`src/rtl/alu_share_resp.sv`:
```
// Shared ALU responder: one adder/subtractor + unsigned comparator, arbitrated
// between the main execute datapath and mul/div. Mul/div always wins; an
// ownership FSM adds a one-cycle hand-back bubble and flags overlong ownership.
// Optional macro ALU_RES_REG_EN: register both result paths (1-cycle latency).
module alu_share_resp #(
  parameter int XLEN    = 32,
  parameter int OWN_MAX = 34,
  parameter int CNT_W   = 6
) (
  input  logic            clk,
  input  logic            rst_n,
  input  logic            dp_alu_req,
  input  logic [XLEN-1:0] dp_alu_op1,
  input  logic [XLEN-1:0] dp_alu_op2,
  input  logic            dp_alu_sub,
  output logic            dp_alu_grant,
  output logic [XLEN-1:0] dp_alu_res,
  output logic            dp_alu_ltu,
  output logic            alu_stall,
  input  logic            muldiv_req_alu,
  input  logic [XLEN-1:0] muldiv_req_alu_op1,
  input  logic [XLEN-1:0] muldiv_req_alu_op2,
  input  logic            muldiv_req_alu_ltu,
  output logic [XLEN-1:0] muldiv_req_alu_res,
  output logic            muldiv_req_alu_cmp_res,
  output logic            own_timeout
);

  typedef struct packed {
    logic [XLEN-1:0] op1;
    logic [XLEN-1:0] op2;
    logic            sub;
  } alu_req_t;

  typedef enum logic [1:0] {IDLE = 2'd0, MD_OWN = 2'd1, MD_REL = 2'd2} state_t;

  state_t          state, state_nxt;
  logic [CNT_W-1:0] own_cnt, own_cnt_nxt;
  logic            timeout_set;
  alu_req_t        sel;
  logic [XLEN-1:0] sum;
  logic            lt;
  logic            dp_srv, md_srv;
  logic [XLEN-1:0] dp_res_c, md_res_c;
  logic            dp_ltu_c, md_cmp_c;

  // Operand mux into the single adder; mul/div operands take precedence.
  always_comb begin
    if (muldiv_req_alu) begin
      sel.op1 = muldiv_req_alu_op1;
      sel.op2 = muldiv_req_alu_op2;
      sel.sub = muldiv_req_alu_ltu;
    end else begin
      sel.op1 = dp_alu_op1;
      sel.op2 = dp_alu_op2;
      sel.sub = dp_alu_sub;
    end
    sum = sel.op1 + (sel.sub ? ~sel.op2 : sel.op2) + {{(XLEN-1){1'b0}}, sel.sub};
    lt  = sel.op1 < sel.op2;
  end

  // Ownership state, occupancy counter and sticky timeout flag.
  always_ff @(posedge clk or negedge rst_n) begin
    if (!rst_n) begin
      state       <= IDLE;
      own_cnt     <= '0;
      own_timeout <= 1'b0;
    end else begin
      state   <= state_nxt;
      own_cnt <= own_cnt_nxt;
      if (timeout_set) own_timeout <= 1'b1;
    end
  end

  // Next-state: MD_REL is a single bubble before the datapath gets the ALU back.
  always_comb begin
    state_nxt   = state;
    own_cnt_nxt = own_cnt;
    timeout_set = 1'b0;
    case (state)
      IDLE: if (muldiv_req_alu) begin
        state_nxt   = MD_OWN;
        own_cnt_nxt = CNT_W'(1);
      end
      MD_OWN: if (muldiv_req_alu) begin
        if (own_cnt != '1) own_cnt_nxt = own_cnt + 1'b1;
        timeout_set = (own_cnt == CNT_W'(OWN_MAX));
      end else begin
        state_nxt   = MD_REL;
        own_cnt_nxt = '0;
      end
      MD_REL: if (muldiv_req_alu) begin
        state_nxt   = MD_OWN;
        own_cnt_nxt = CNT_W'(1);
      end else begin
        state_nxt   = IDLE;
        own_cnt_nxt = '0;
      end
      default: begin
        state_nxt   = IDLE;
        own_cnt_nxt = '0;
      end
    endcase
  end

  // Grant/stall and per-requester results; everything forced to 0 in reset.
  always_comb begin
    md_srv       = rst_n & muldiv_req_alu;
    dp_srv       = rst_n & dp_alu_req & (state == IDLE) & ~muldiv_req_alu;
    dp_alu_grant = dp_srv;
    alu_stall    = rst_n & dp_alu_req & ~dp_srv;
    md_res_c     = md_srv ? sum : '0;
    md_cmp_c     = md_srv & lt;
    dp_res_c     = dp_srv ? sum : '0;
    dp_ltu_c     = dp_srv & lt;
  end

`ifdef ALU_RES_REG_EN
  // Registered results: a cycle with no service loads 0.
  always_ff @(posedge clk or negedge rst_n) begin
    if (!rst_n) begin
      dp_alu_res             <= '0;
      dp_alu_ltu             <= 1'b0;
      muldiv_req_alu_res     <= '0;
      muldiv_req_alu_cmp_res <= 1'b0;
    end else begin
      dp_alu_res             <= dp_res_c;
      dp_alu_ltu             <= dp_ltu_c;
      muldiv_req_alu_res     <= md_res_c;
      muldiv_req_alu_cmp_res <= md_cmp_c;
    end
  end
`else
  assign dp_alu_res             = dp_res_c;
  assign dp_alu_ltu             = dp_ltu_c;
  assign muldiv_req_alu_res     = md_res_c;
  assign muldiv_req_alu_cmp_res = md_cmp_c;
`endif

endmodule

```
`config.mk`:
```
export PLATFORM = sky130hd
export DESIGN_NAME = alu_share_resp
export DESIGN_NICKNAME = d
export VERILOG_FILES = /design/src/rtl/alu_share_resp.sv
export SDC_FILE = /design/constraint.sdc
export NUM_CORES = 1
export LEC_CHECK = 0
export ABC_AREA = 1
export ABC_CLOCK_PERIOD_IN_PS = 3900
export CORE_AREA = 8 8 114 116
export CTS_CLUSTER_DIAMETER = 60
export CTS_CLUSTER_SIZE = 10
export DETAILED_ROUTE_END_ITERATION = 7
export DIE_AREA = 0 0 122 124
export PLACE_DENSITY = 0.89
export SLEW_MARGIN = 20
export SYNTH_ARGS = -nofsm -noshare
export SYNTH_HDL_FRONTEND = slang
export SYNTH_SLANG_ARGS = --single-unit
```
`constraint.sdc`:
```
create_clock -name clk -period 3.9 [get_ports clk]
set_input_delay 0.39 -clock clk [delete_from_list [all_inputs] [get_ports clk]]
set_output_delay 0.39 -clock clk [all_outputs]
set_load 0.05 [all_outputs]
```
==> impl_summary.log <==
[metrics] Root Buffer: clkbuf_16
[metrics] routability cong.: 0.9998
[metrics] average size of a mapped cell: 5.458 um2
[metrics] Worst R2R Start: own_cnt[1]
[metrics] final hold viol count: 0
[metrics] Placeable Area: 11,170 um2
[metrics] nets@finish: 1,315
[metrics] critical path capture point type: output pin
[metrics] DRC Markers: 0
[metrics] Sinks on Clock Net: 9
[metrics] number of port buffers: 202
[metrics] fraction of the yosys area taken by sequential cells: 4.461%
[metrics] Final TNS setup: 0 ns
[metrics] overall overflow remaining after global route: 0
[metrics] number of hold-repair buffers added at the cts stage: 0
[metrics] unrepaired setup endpoints after global routing: true
[metrics] largest family of logic cells by synthesized area: simple AND/OR/NAND/NOR gates
[metrics] sum of internal, switching and leakage power: 2019 uW
[metrics] type of the setup path with the least slack: in2out
[metrics] xor/xnor cell area share of the yosys netlist: 6.939%
[metrics] leading cell types by total area after synthesis: nand2_1 (24%), ha_1 (15%), inv_1 (8.6%), nor2_1 (8.0%), xor2_1 (6.2%)
[metrics] Initial Utilization: 45.18%
[metrics] via count: 6,596
[metrics] Worst setup SP type: input pin
[metrics] post-CTS setup buffer count: 0
[metrics] antenna violations before repair: 0
[metrics] leakage power figure: just over 0.004 uW
[metrics] run status: finished clean
[metrics] Vias/cell: between 5 and 6
[metrics] power per cell area: 253.1 nW/um2
[metrics] Max transition margin: 44.46%
[metrics] Setup-failing EPs final: 0
[metrics] die height: about 120 um
[metrics] warning count from the yosys run: 0
[metrics] Routed wire per std cell: 14.45 um
[metrics] count of standard-cell rows: 39
[metrics] maximum operating frequency: between 0.2 and 0.3 GHz
[metrics] antenna cell count: 0
[metrics] via count of the first global-routing pass: 6,470
[metrics] drt pass-1 iters: 6
[metrics] compound-gate portion of the synthesized area: a little under an eighth
[metrics] simple-gate portion of the synthesized area: 44.83%
[metrics] final period utilization: roughly 96%
[metrics] iteration-0 DRC count of the detailed router: approximately 620
[metrics] worst clock skew: 0.002454 ns
[metrics] Die W: 122 um
[metrics] worst-case reg-to-reg path depth: 9
[metrics] utilization after layout: 71.39%
[metrics] GRT Overall Usage: 23.09%
[metrics] clock tree from TritonCTS: yes
[metrics] number of buffers on the longest clock path: 2
[metrics] data arrival at the endpoint of the critical path: around 3.3 ns
[metrics] synthesized flop and latch total: 9
[metrics] Die Footprint: 15,130 um2
[metrics] post-synthesis cell type with the largest combined area: nand2_1
[metrics] count of max-cap constraint violations: 0
[metrics] growth of design area from synthesis to finish: 58.02%
[metrics] net count of the mapped netlist: 1,121
[metrics] setup slack, reg-to-reg: 2.19 ns
[metrics] number of top-level pins: slightly above 200
[metrics] number of buffers inserted during clock tree synthesis: 3
[metrics] layout cell share with drive strength beyond 1: 11.72%
[metrics] RR Endpoint: own_cnt[3]
[metrics] clock-pin slew reported for the worst setup and hold paths after clock tree synthesis: 0.04 ns
[metrics] Worst Path Max Fanout: 26
[metrics] half-perimeter wire length after placement: 15.84 mm
[metrics] Yosys cell types: 38
[metrics] final critical-path required period: approximately 3.7 ns
[metrics] Post-CTS Resized: 0
[metrics] fraction of registers with async set or reset after synthesis: 100.0%
[metrics] Worst Max-Slew Pin Slew: between 0.8 and 0.9 ns
[metrics] count of flip-flops with a built-in enable after synthesis: 0
[metrics] insertion delay of the later-clocked pin in the worst-skew pair: 0.23 ns
[metrics] count of final max-slew check failures: 0
[metrics] cell count after synthesis: 925
[metrics] Max VDD drop: between 0.2 and 0.3 mV
[metrics] number of antenna-violating nets in the routed design: 0
[metrics] wire length of the first global-routing pass: approximately 29 mm
[metrics] Synth top area share: a little under a quarter
[metrics] Min-Delay Path Class: in2async
[metrics] multiplexer fraction of the synthesized cell area: ~4.6%
[metrics] data required time of the worst path: around 3.5 ns
[metrics] maximum number of pins on one net before global-route repair: 42
[metrics] Post-synth top flop: dfrtp_1
[metrics] Post-Synthesis Cell Area: 5049 um2
[metrics] WL final: 18.22 mm
[metrics] adder and majority gate portion of the synthesized area: between 10% and 20%
[metrics] CTS H-tree depth: 1
[final cells by class]
type	instances	area, um2
clock buffers	3	75.07
clock inverters	1	5.005
fillers	886	3197
inverters	124	465.4
multi-input cells	768	4249
flip-flops and latches	9	225.2
well taps	143	178.9
repair buffers	213	2779
[critical path, cell delays in order]
cell and delay, ns:
clkdlybuf4s50_1 0.49, inv_1 0.05, nand2_2 0.07, nand2_4 0.14
buf_12 0.22, xor2_1 0.18, ha_1 0.38, a21oi_1 0.25
o21ai_0 0.17, a21oi_1 0.15, o21ai_0 0.09, a21oi_1 0.18
nand2_1 0.07, nand2_1 0.06, nand2_1 0.08, nor2_1 0.19
buf_12 0.17
[routing by layer]
metal,GRT usage [%],up-vias,wire length (um)
li1,-,3361,-
met1,27.25,2915,7353
met2,42.16,281,8967
met3,3.944,39,1470
met4,6.014,0,425
met5,0,-,0
[sequential cells by signal, summed over array words and instances, names as in the netlist]
register and cells:
own_cnt 6, state 2, own_timeout 1
[kinds of logic (layout without fill, tap and decap cells)]
group                    count (synthesis)  in the layout
AND/OR/NAND/NOR                        537            537
AO/OA/AOI/OAI                          106            106
adder cells (fa/ha/maj)                 62             62
buffers and inverters                  148            341
flip-flops                               9              9
XOR/XNOR                                40             40
multiplexers                            23             23
[cell usage after synthesis (3+ instances only)]
cell and instances:
nand2_1 320, xnor2_1 4, nand4_1 20, nand3_2 8
a31oi_1 3, nor2_1 107, nand3_1 44, nand3b_1 5
nand2_2 8, inv_2 9, nor3_1 15, a21oi_1 52
o21bai_1 3, ha_1 61, buf_6 7, inv_1 115
a211oi_1 3, xor2_1 36, buf_2 4, o21ai_1 11
o21ai_0 23, nor2_2 6, mux2i_1 23, dfrtp_1 9
clkbuf_1 12
[worst max path at each step]
stage / startpoint / end / slack, ns
2_1_floorplan: muldiv_req_alu / dp_alu_res[30] / 0.11
3_3_place_gp: muldiv_req_alu_ltu / dp_alu_res[30] / 0.16
3_5_place_dp: muldiv_req_alu_ltu / dp_alu_res[30] / 0.07
4_1_cts: muldiv_req_alu_ltu / dp_alu_res[30] / 0.05
5_1_grt: dp_alu_sub / muldiv_req_alu_res[31] / -0.05
6_report: muldiv_req_alu_ltu / muldiv_req_alu_res[31] / 0.17
[where the power goes]
group	switching, uW	internal [uW]
combinational	1030	708
sequential	2.96	98.1
clock	44.7	135
[layout by cell type (no fill, tap or decap), types with 2 or more instances in the layout]
master / instances
ha_1: 56
xor2_1: 35
clkbuf_16: 3
nand2_2: 9
o211ai_1: 2
nand4_1: 20
a21oi_1: 48
clkdlybuf4s50_1: 135
nor2_1: 105
xnor2_1: 4
a21o_1: 2
buf_4: 10
o21bai_1: 3
a31oi_1: 3
a21oi_2: 6
nand3_1: 44
inv_1: 115
buf_12: 67
o21ai_1: 13
ha_2: 5
inv_2: 9
nor2_2: 8
nand3_2: 8
mux2i_1: 23
nor3_1: 15
a211oi_1: 3
o21ai_0: 21
dfrtp_1: 9
o22ai_1: 2
nand2_1: 319
nand3b_1: 5
[per-stage QoR]
| stage | hold WS, ns | cell area [um2] | setup slack [ns] | cells |
|---|---|---|---|---|
| 6_report | 0.4819 | 7978 | 0.1671 | 1261 |
| 5_1_grt | 0.5183 | 7978 | -0.05131 | 1261 |
| 4_1_cts | 0.4877 | 7931 | 0.05038 | 1261 |
| 3_5_place_dp | 0.4882 | 7851 | 0.07034 | 1257 |
| 3_3_place_gp | 0.4625 | 7851 | 0.1562 | 1257 |
| 2_1_floorplan | 0.09441 | 5049 | 0.1092 | 925 |
No activity file was read; power rests on OpenSTA's default activity.
